===== src/rtl/mac_pkg.sv =====
// Shared types for the MAC sequencer: FSM states, the per-issue pipeline tag,
// and the address-width helper used for all element address ports.
package mac_pkg;

    typedef enum logic [2:0] {
        S_IDLE,
        S_RUN,
        S_DRAIN,
        S_READ,
        S_DONE
    } state_t;

    // Wide enough for any C matrix this block is expected to walk.
    localparam int TAG_ADDR_W = 16;

    typedef struct packed {
        logic                  valid;
        logic                  first;
        logic                  last;
        logic [TAG_ADDR_W-1:0] c_addr;
    } tag_t;

    function automatic int addr_w(input int depth);
        return (depth > 1) ? $clog2(depth) : 1;
    endfunction

endpackage


===== src/rtl/mac_pipe.sv =====
// Stages 1-3 of the MAC: tag delay line, product register, and the
// accumulator with its C write-back register.
module mac_pipe
    import mac_pkg::*;
#(
    parameter int DATA_WIDTH_INITIAL = 8,
    parameter int DATA_WIDTH_FINAL   = 16,
    parameter int C_ADDR_W           = 4
) (
    input  logic                          clk,
    input  logic                          rstn,
    input  tag_t                          tag_in,
    input  logic [DATA_WIDTH_INITIAL-1:0] a_data_in,
    input  logic [DATA_WIDTH_INITIAL-1:0] b_data_in,
    output logic                          empty,
    output logic                          c_we,
    output logic [C_ADDR_W-1:0]           c_addr,
    output logic [DATA_WIDTH_FINAL-1:0]   c_data
);

    localparam int PROD_W = 2 * DATA_WIDTH_INITIAL;

    tag_t                        tag1;
    tag_t                        tag2;
    logic [PROD_W-1:0]           p;
    logic [DATA_WIDTH_FINAL-1:0] acc;
    logic [DATA_WIDTH_FINAL-1:0] p_ext;
    logic [DATA_WIDTH_FINAL-1:0] acc_next;

    // Tag addresses are carried at full package width; only the low bits address C.
    logic unused_tag_bits;
    assign unused_tag_bits = ^tag2.c_addr[TAG_ADDR_W-1:C_ADDR_W];

    assign empty = !tag1.valid && !tag2.valid;

    // NOTE: every signal written in always_comb gets a value on every path, so no latch is inferred.
    always_comb begin
        p_ext    = DATA_WIDTH_FINAL'(p);
        acc_next = tag2.first ? p_ext : acc + p_ext;
    end

    // NOTE: sequential state uses non-blocking assignments so every register samples pre-edge values.
    always_ff @(posedge clk or negedge rstn) begin
        if (!rstn) begin
            tag1   <= '0;
            tag2   <= '0;
            p      <= '0;
            acc    <= '0;
            c_we   <= 1'b0;
            c_addr <= '0;
            c_data <= '0;
        end else begin
            tag1 <= tag_in;
            tag2 <= tag1;
            p    <= PROD_W'(a_data_in) * PROD_W'(b_data_in);
            c_we <= 1'b0;
            if (tag2.valid) begin
                acc <= acc_next;
                if (tag2.last) begin
                    c_we   <= 1'b1;
                    c_addr <= tag2.c_addr[C_ADDR_W-1:0];
                    c_data <= acc_next;
                end
            end
        end
    end

endmodule


===== src/rtl/mac_sequencer.sv =====
// Walks every (i, j, k) of C = A*B, issuing one A/B read per cycle, then
// drains the MAC pipeline, requests a full C readout and pulses done.
module mac_sequencer
    import mac_pkg::*;
#(
    parameter int param_M            = 4,
    parameter int param_K            = 4,
    parameter int param_N            = 4,
    parameter int DATA_WIDTH_INITIAL = 8,
    parameter int DATA_WIDTH_FINAL   = DATA_WIDTH_INITIAL * 2,
    localparam int A_W = addr_w(param_M * param_K),
    localparam int B_W = addr_w(param_K * param_N),
    localparam int C_W = addr_w(param_M * param_N)
) (
    input  logic                          clk,
    input  logic                          rstn,
    input  logic                          start,
    output logic                          busy,
    output logic                          done,
    output logic [A_W-1:0]                a_addr,
    output logic [B_W-1:0]                b_addr,
    output logic                          a_b_re,
    input  logic [DATA_WIDTH_INITIAL-1:0] a_data_in,
    input  logic [DATA_WIDTH_INITIAL-1:0] b_data_in,
    output logic [C_W-1:0]                c_addr,
    output logic [DATA_WIDTH_FINAL-1:0]   c_data,
    output logic                          c_we,
    output logic                          c_re
);

    localparam int I_W = addr_w(param_M);
    localparam int J_W = addr_w(param_N);
    localparam int K_W = addr_w(param_K);

    state_t         state;
    logic [I_W-1:0] i, ni, iss_i;
    logic [J_W-1:0] j, nj, iss_j;
    logic [K_W-1:0] k, nk, iss_k;
    logic           last_i, last_j, last_k, last_triple;
    logic [A_W-1:0] iss_a_addr;
    logic [B_W-1:0] iss_b_addr;
    tag_t           iss_tag;
    tag_t           tag0;
    logic           pipe_empty;

    assign a_b_re = tag0.valid;

    // Counters hold the triple currently on the read bus; the next triple is issued from ni/nj/nk.
    always_comb begin
        last_i      = (i == I_W'(param_M - 1));
        last_j      = (j == J_W'(param_N - 1));
        last_k      = (k == K_W'(param_K - 1));
        last_triple = last_i && last_j && last_k;
        nk          = last_k ? '0 : k + K_W'(1);
        nj          = last_k ? (last_j ? '0 : j + J_W'(1)) : j;
        ni          = (last_k && last_j) ? i + I_W'(1) : i;

        iss_i = '0;
        iss_j = '0;
        iss_k = '0;
        if (state == S_RUN) begin
            iss_i = ni;
            iss_j = nj;
            iss_k = nk;
        end
        iss_a_addr     = A_W'(int'(iss_i) * param_K + int'(iss_k));
        iss_b_addr     = B_W'(int'(iss_k) * param_N + int'(iss_j));
        iss_tag.valid  = 1'b1;
        iss_tag.first  = (iss_k == '0);
        iss_tag.last   = (iss_k == K_W'(param_K - 1));
        iss_tag.c_addr = TAG_ADDR_W'(int'(iss_i) * param_N + int'(iss_j));
    end

    always_ff @(posedge clk or negedge rstn) begin
        if (!rstn) begin
            state  <= S_IDLE;
            i      <= '0;
            j      <= '0;
            k      <= '0;
            a_addr <= '0;
            b_addr <= '0;
            tag0   <= '0;
            busy   <= 1'b0;
            done   <= 1'b0;
            c_re   <= 1'b0;
        end else begin
            tag0.valid <= 1'b0;
            done       <= 1'b0;
            c_re       <= 1'b0;
            case (state)
                S_IDLE: begin
                    if (start) begin
                        state  <= S_RUN;
                        busy   <= 1'b1;
                        i      <= '0;
                        j      <= '0;
                        k      <= '0;
                        a_addr <= iss_a_addr;
                        b_addr <= iss_b_addr;
                        tag0   <= iss_tag;
                    end
                end
                S_RUN: begin
                    if (last_triple) begin
                        state <= S_DRAIN;
                    end else begin
                        i      <= ni;
                        j      <= nj;
                        k      <= nk;
                        a_addr <= iss_a_addr;
                        b_addr <= iss_b_addr;
                        tag0   <= iss_tag;
                    end
                end
                S_DRAIN: begin
                    if (pipe_empty) begin
                        state <= S_READ;
                        c_re  <= 1'b1;
                    end
                end
                S_READ: begin
                    state <= S_DONE;
                    done  <= 1'b1;
                end
                S_DONE: begin
                    state <= S_IDLE;
                    busy  <= 1'b0;
                end
                default: state <= S_IDLE;
            endcase
        end
    end

    mac_pipe #(
        .DATA_WIDTH_INITIAL(DATA_WIDTH_INITIAL),
        .DATA_WIDTH_FINAL  (DATA_WIDTH_FINAL),
        .C_ADDR_W          (C_W)
    ) u_pipe (
        .clk      (clk),
        .rstn     (rstn),
        .tag_in   (tag0),
        .a_data_in(a_data_in),
        .b_data_in(b_data_in),
        .empty    (pipe_empty),
        .c_we     (c_we),
        .c_addr   (c_addr),
        .c_data   (c_data)
    );

endmodule

===== config.mk =====
export PLATFORM = sky130hd
export DESIGN_NAME = mac_sequencer
export DESIGN_NICKNAME = d
export VERILOG_FILES = /design/src/rtl/mac_pkg.sv /design/src/rtl/mac_pipe.sv /design/src/rtl/mac_sequencer.sv
export SDC_FILE = /design/constraint.sdc
export NUM_CORES = 1
export LEC_CHECK = 0
export ABC_AREA = 1
export CORE_MARGIN = 2
export CORE_UTILIZATION = 50
export CTS_CLUSTER_DIAMETER = 60
export DETAILED_ROUTE_END_ITERATION = 16
export GPL_TIMING_DRIVEN = 0
export PLACE_DENSITY = 0.7
export SKIP_CTS_REPAIR_TIMING = 1
export SLEW_MARGIN = 10
export SYNTH_ARGS = -nofsm -noshare
export SYNTH_HDL_FRONTEND = slang
export SYNTH_SLANG_ARGS = --single-unit

===== constraint.sdc =====
create_clock -name clk -period 3.2 [get_ports clk]
set_input_delay 0.64 -clock clk [delete_from_list [all_inputs] [get_ports clk]]
set_output_delay 0.64 -clock clk [all_outputs]
set_load 0.02 [all_outputs]

=== Yosys cells after proc, flatten, opt, wreduce, memory -nomap -nowiden ===
Index checks and enable logic that the tools add are counted.

* Output and inout port bits: 33
* Flip-flop bits (word level): 94
* Bits of input ports: 19
* Logic and storage cells: 95

* Add/sub/neg operators: 7
* Reduce and logical (&&, ||, !) cells: 14
* Equality and inequality tests: 12
* Multiply operators: 1
* Muxes and demuxes: 35

{| class="wikitable"
|+ Operators with widths
! operator !! count
|-
| two-way mux 19 bit || 2
|-
| case mux 19 bit (2 select lines) || 1
|-
| two-way mux 2 bit || 11
|-
| adder 16 bit || 1
|-
| multiplier 8 x 8 -> 16 bit || 1
|-
| two-way mux 16 bit || 1
|-
| two-way mux 4 bit || 4
|-
| case mux 4 bit (2 select lines) || 2
|-
| case mux 2 bit (2 select lines) || 3
|-
| case mux 3 bit (4 select lines) || 1
|-
| two-way mux 3 bit || 3
|-
| adder 4 x 2 -> 4 bit || 2
|-
| equality test 2 bit (second input constant) || 4
|-
| inequality test 2 bit (second input constant) || 4
|-
| adder 2 x 1 -> 2 bit (second input constant) || 3
|-
| equality test 3 x 2 -> 1 bit (second input constant) || 2
|-
| two-way mux 1 bit || 6
|-
| AND reduction 3 bit || 2
|-
| adder 4 x 2 -> 5 bit || 1
|-
| logical AND 1 bit || 4
|-
| AND reduction 2 bit || 2
|-
| nonzero test 2 bit || 2
|-
| equality test 3 x 1 -> 1 bit (second input constant) || 1
|-
| equality test 3 bit (second input constant) || 1
|-
| other kinds (4) || 5
|}

=== Depth between registers and ports, before layout ===
* Depth after elaboration: 7
* Depth in mapped cells: 17
* Gate-level depth less buffers: 16

=== Cells and area by module ===
From an unflattened synthesis, not the netlist that was laid out.

* Cell total of the unflattened synthesis: 817
* Area total of the unflattened synthesis: 6,391.1 sq um

{| class="wikitable"
|+ Modules (own cells, without submodules)
! module !! instances !! area each (sq um) !! cells an instance !! seq. area each (sq um)
|-
| mac_pipe || 1 || 5,482.8 || 718 || 1,676.6
|-
| mac_sequencer || 1 || 908.4 || 99 || 475.5
|}

=== Least setup slack after synthesis ===
OpenSTA, ideal clock, no wires.

* Path type: input port to flip-flop
* Start: input b_data_in[7]
* End: register u_pipe.p[12]
* Arrival time: 4.211 ns
* Cell stages on the path: 15
* Required time: 3.073 ns
* Path slack: -1.138 ns
* Cells stage by stage: clkbuf_1 -> nand2_1 -> fa_1 -> fa_1 -> inv_1 -> fa_1 -> inv_1 -> fa_1 -> inv_1 -> ha_1 -> a21oi_1 -> o21ai_0 -> a21oi_1 -> o21ai_1 -> xor2_1

* Cells in the longest elaborated chain, start to end: 1

{| class="wikitable"
|+ Ends and longest elaborated chain
! element !! line !! source
|-
| from (decl) || mac_sequencer.sv:24 || <nowiki>input logic [DATA_WIDTH_INITIAL-1:0] b_data_in,</nowiki>
|-
| multiplier 8 x 8 -> 16 bit || mac_pipe.sv:55 || <nowiki>p <= PROD_W'(a_data_in) * PROD_W'(b_data_in);</nowiki>
|-
| to (signal assigned) || mac_pipe.sv:55 ||
|-
| to (decl) || mac_pipe.sv:25 || <nowiki>logic [PROD_W-1:0] p;</nowiki>
|}

Every way passes these cells.
A chain may end at the register's enable or synchronous reset.

=== Worst setup path in the final report ===
Same ends and word-level chain as after synthesis.

==> results.md <==
- Vias/cell: 4.81
- Average cell area after synthesis: slightly below 8 um^2
- CP Data Arrival Time: 3.86 ns
- Top cell by count, worst path: fa_1
- Share of cells above drive strength 1: between 10% and 20%
- Yosys warns: 0
- FF+latch count, synth: 86
- Port Buffers: 35
- First DRT Iteration DRCs: 215
- Total GRT Usage: about a fifth
- CP required: 3.42 ns
- # nets final: 972
- Pleak: roughly 4.3 nW
- Largest net degree at the start of global routing: 67
- First-pass GRT wire length: 22800 um
- Width of the die: 116 um
- Sw Ratio: 46.1%
- Failing checks: negative setup slack
- Reg2reg setup slack: 1.16 ns
- Critical Path Source Type: input pin
- Prevailing post-synth register cell: dfrtp_1
- Initial antenna violation count: 0
- Critical Path Fanout Max: 8
- Register area share after synthesis: 34.1%
- Leading area contributor after synthesis: dfrtp_1
- Drt total wl: 13400 um
- Routed len/inst: 12.9 um
- RSZ-0062 raised after global routing: true
- Area growth, synth to finish: 22.3%
- Setup_tns: -3.15 ns
- Clock Pin Slew Worst Setup and Hold Paths: 0.07 ns
- Post-synth EDFFs: 0
- Pint: ~4.2 mW
- PnR Total Power: 7.75 mW
- Die Ht: 116 um
- Final Non-Filler Cells: between 1000 and 1500
- Worst-skew pair later-pin latency: 0.34 ns
- Root buffer cell: clkbuf_16
- Max frequency: about 280 MHz
- WHS: 0.185 ns
- Pwr dens: 1010 nW/um^2
- Cell Area, Synth: 6310 um^2
- Fin util: 61.9%
- Antenna Diode Count: 0
- Setup Viol. Count Final: 9
- Top cells by area, synth: dfrtp_1, nand2_1, fa_1, ha_1, inv_1
- CP max stage cell: fa_1
- Share of the synthesized area in the top cell type: 34.1%
- CTS Buf Count: 9
- Fin crit share: 114%
- Setup WS pre-CTS: -0.872 ns
- Max cap viols: 0
- Minimum clock period: 3.64 ns
- Worst slew pin tran: 0.612 ns
- PnR worst setup slack: -0.436 ns
- Final Slew Violations: 0
- Logic pwr share: 61.9%
- Finished Cell Area: a little under 8000 um^2
- Status: finished with violations
- Clk_skew: ~0.0077 ns
- Dpl cell area: 7240 um^2
- TritonCTS Sinks: 86
- Vias in the first global route: 5031
- Synth cell count leaders: nand2_1, inv_1, dfrtp_1
- Mapped Nets: 921
- Hold Crit Class: input pin to async pin
- Post-route ant nets: 0
- Setup CP Type: input pin to flop
- CP max stage delay: between 0.5 and 0.6 ns
- CTS H-Tree Depth: 3
- CTS tree: built
- Starting Density: 50.6%
- Ys async rst share: 100%
- Worst path cell trace: clkbuf_8 -> nand2_2 -> inv_2 -> fa_1 -> fa_1 -> fa_1 -> inv_1 -> fa_1 -> inv_2 -> ha_4 -> a21oi_2 -> o21ai_2 -> a21oi_2 -> o21ai_2 -> xor2_1
- Full die area: around 14000 um^2
- Count leader, synth: nand2_1
- Dpl hpwl: roughly 11000 um
- Crit path capture type: flop
- GR Overflow Total: 0
- Fillers: approximately 1100
- Gpl congestion: 0.895
- Core ar.: around 12000 um^2
- CTS max path bufs: 2
- Switch Pwr: 3.58 mW
- DRT Pass-1 Iters: 4
- Drt drc: 0
- Maximum vdd drop: 0.433 mV
- # IOs: 52
- Clock power share: 13.7%
- Seq pwr share: 24.4%
- Placed insts: about 1000
- Via count: 4994
- Distinct cells, synth: 35
- Final hold vios: 0
- Max-slew headroom: between 50% and 60%
- Row cnt: 41
- Synth Instances: 811
state kept, by name (all words and copies together), names as in the netlist:
| signal | flops |
|---|---|
| u_pipe.c_we | 1 |
| state | 3 |
| u_pipe.tag2 | 7 |
| done | 1 |
| u_pipe.acc | 16 |
| tag0 | 6 |
| u_pipe.p | 16 |
| a_b_re | 1 |
| u_pipe.c_addr | 4 |
| u_pipe.tag1 | 7 |
| busy | 1 |
| c_re | 1 |
| i | 1 |
| u_pipe.c_data | 16 |
| a_addr | 3 |
| b_addr | 2 |
power groups by stage:
stage	sequential [mW]	clock, mW	combinational (mW)
3_5_place_dp	1.91	0	4.57
4_1_cts	1.89	1.09	4.60
6_report	1.89	1.06	4.80
5_1_grt	1.95	1.13	5.44
2_1_floorplan	2.02	0	3.27
3_3_place_gp	1.89	0	4.47
kinds of logic (layout without fill, tap and decap cells):
kind of cell             count (synthesis)  after routing  synth area share (%)
AO/OA/AOI/OAI                           57             57                  5.44
adder cells (fa/ha/maj)                 91             91                  22.5
buffers and inverters                  199            255                  12.2
XOR/XNOR                                14             14                  1.94
flip-flops                              86             86                  34.1
AND/OR/NAND/NOR                        364            364                  23.9
path summary, 6_finish.rpt:
kind	from	endpoint	cells after the start
min in group clk	u_pipe.tag1[16]	u_pipe.tag2[16]	0
min reg2reg	u_pipe.tag1[16]	u_pipe.tag2[16]	0
max in group asynchronous	rstn	u_pipe.c_data[4]	2
min	rstn	u_pipe.c_data[10]	1
max	b_data_in[7]	u_pipe.p[12]	15
max reg2reg	u_pipe.acc[0]	u_pipe.acc[8]	12
layer usage:
metal | vias to the layer above | share of wire, % | track usage [%] | wire length (um)
met2 | 87 | 50 | 37.9 | 6730
met3 | 23 | 2.6 | 2.75 | 343
met5 | - | 0 | 0 | 0
met1 | 2332 | 45 | 27.1 | 6000
li1 | 2552 | - | - | -
met4 | 0 | 2.2 | 6.51 | 288
placed cells by master, fill, tap and decap left out, types with 3 or more instances in the layout:
master           count
nor3_1               7
o21ai_2              8
clkbuf_8             8
a21oi_4              3
a21oi_1              9
xor2_1               7
buf_2                6
o21ai_0             12
a31oi_1              8
dfrtp_1             86
nor2_2               3
xnor2_1              6
nand2_4              3
clkdlybuf4s50_1     34
ha_4                 9
a21oi_2              7
clkbuf_1             6
inv_1              157
fa_1                35
nand3_1             44
nand2_1            248
buf_4                7
nand2_2             12
nor2_1              28
inv_2               11
ha_1                45
clkbuf_16           12
or2_2                8
critical path, delay by kind of cell:
family	cells	cell delay (ns)
adders and majority gates	5	2.22
xor gates and xnor gates	1	0.16
buffers and inverters	4	0.27
and+or+nand+nor	1	0.07
AOI/OAI and AO/OA	4	0.49
cell type report:
type	instances	area (um^2)	share of cell area, %
buffer	28	290	3.76
clock inverter	7	80.1	1.04
inverter	171	648	8.40
sequential	86	2150	27.9
clock buffer	9	225	2.92
tap	172	215	2.79
multi-input combinational	526	3700	47.9
timing repair buffer	40	405	5.26
No activity file was read; power rests on OpenSTA's default activity.
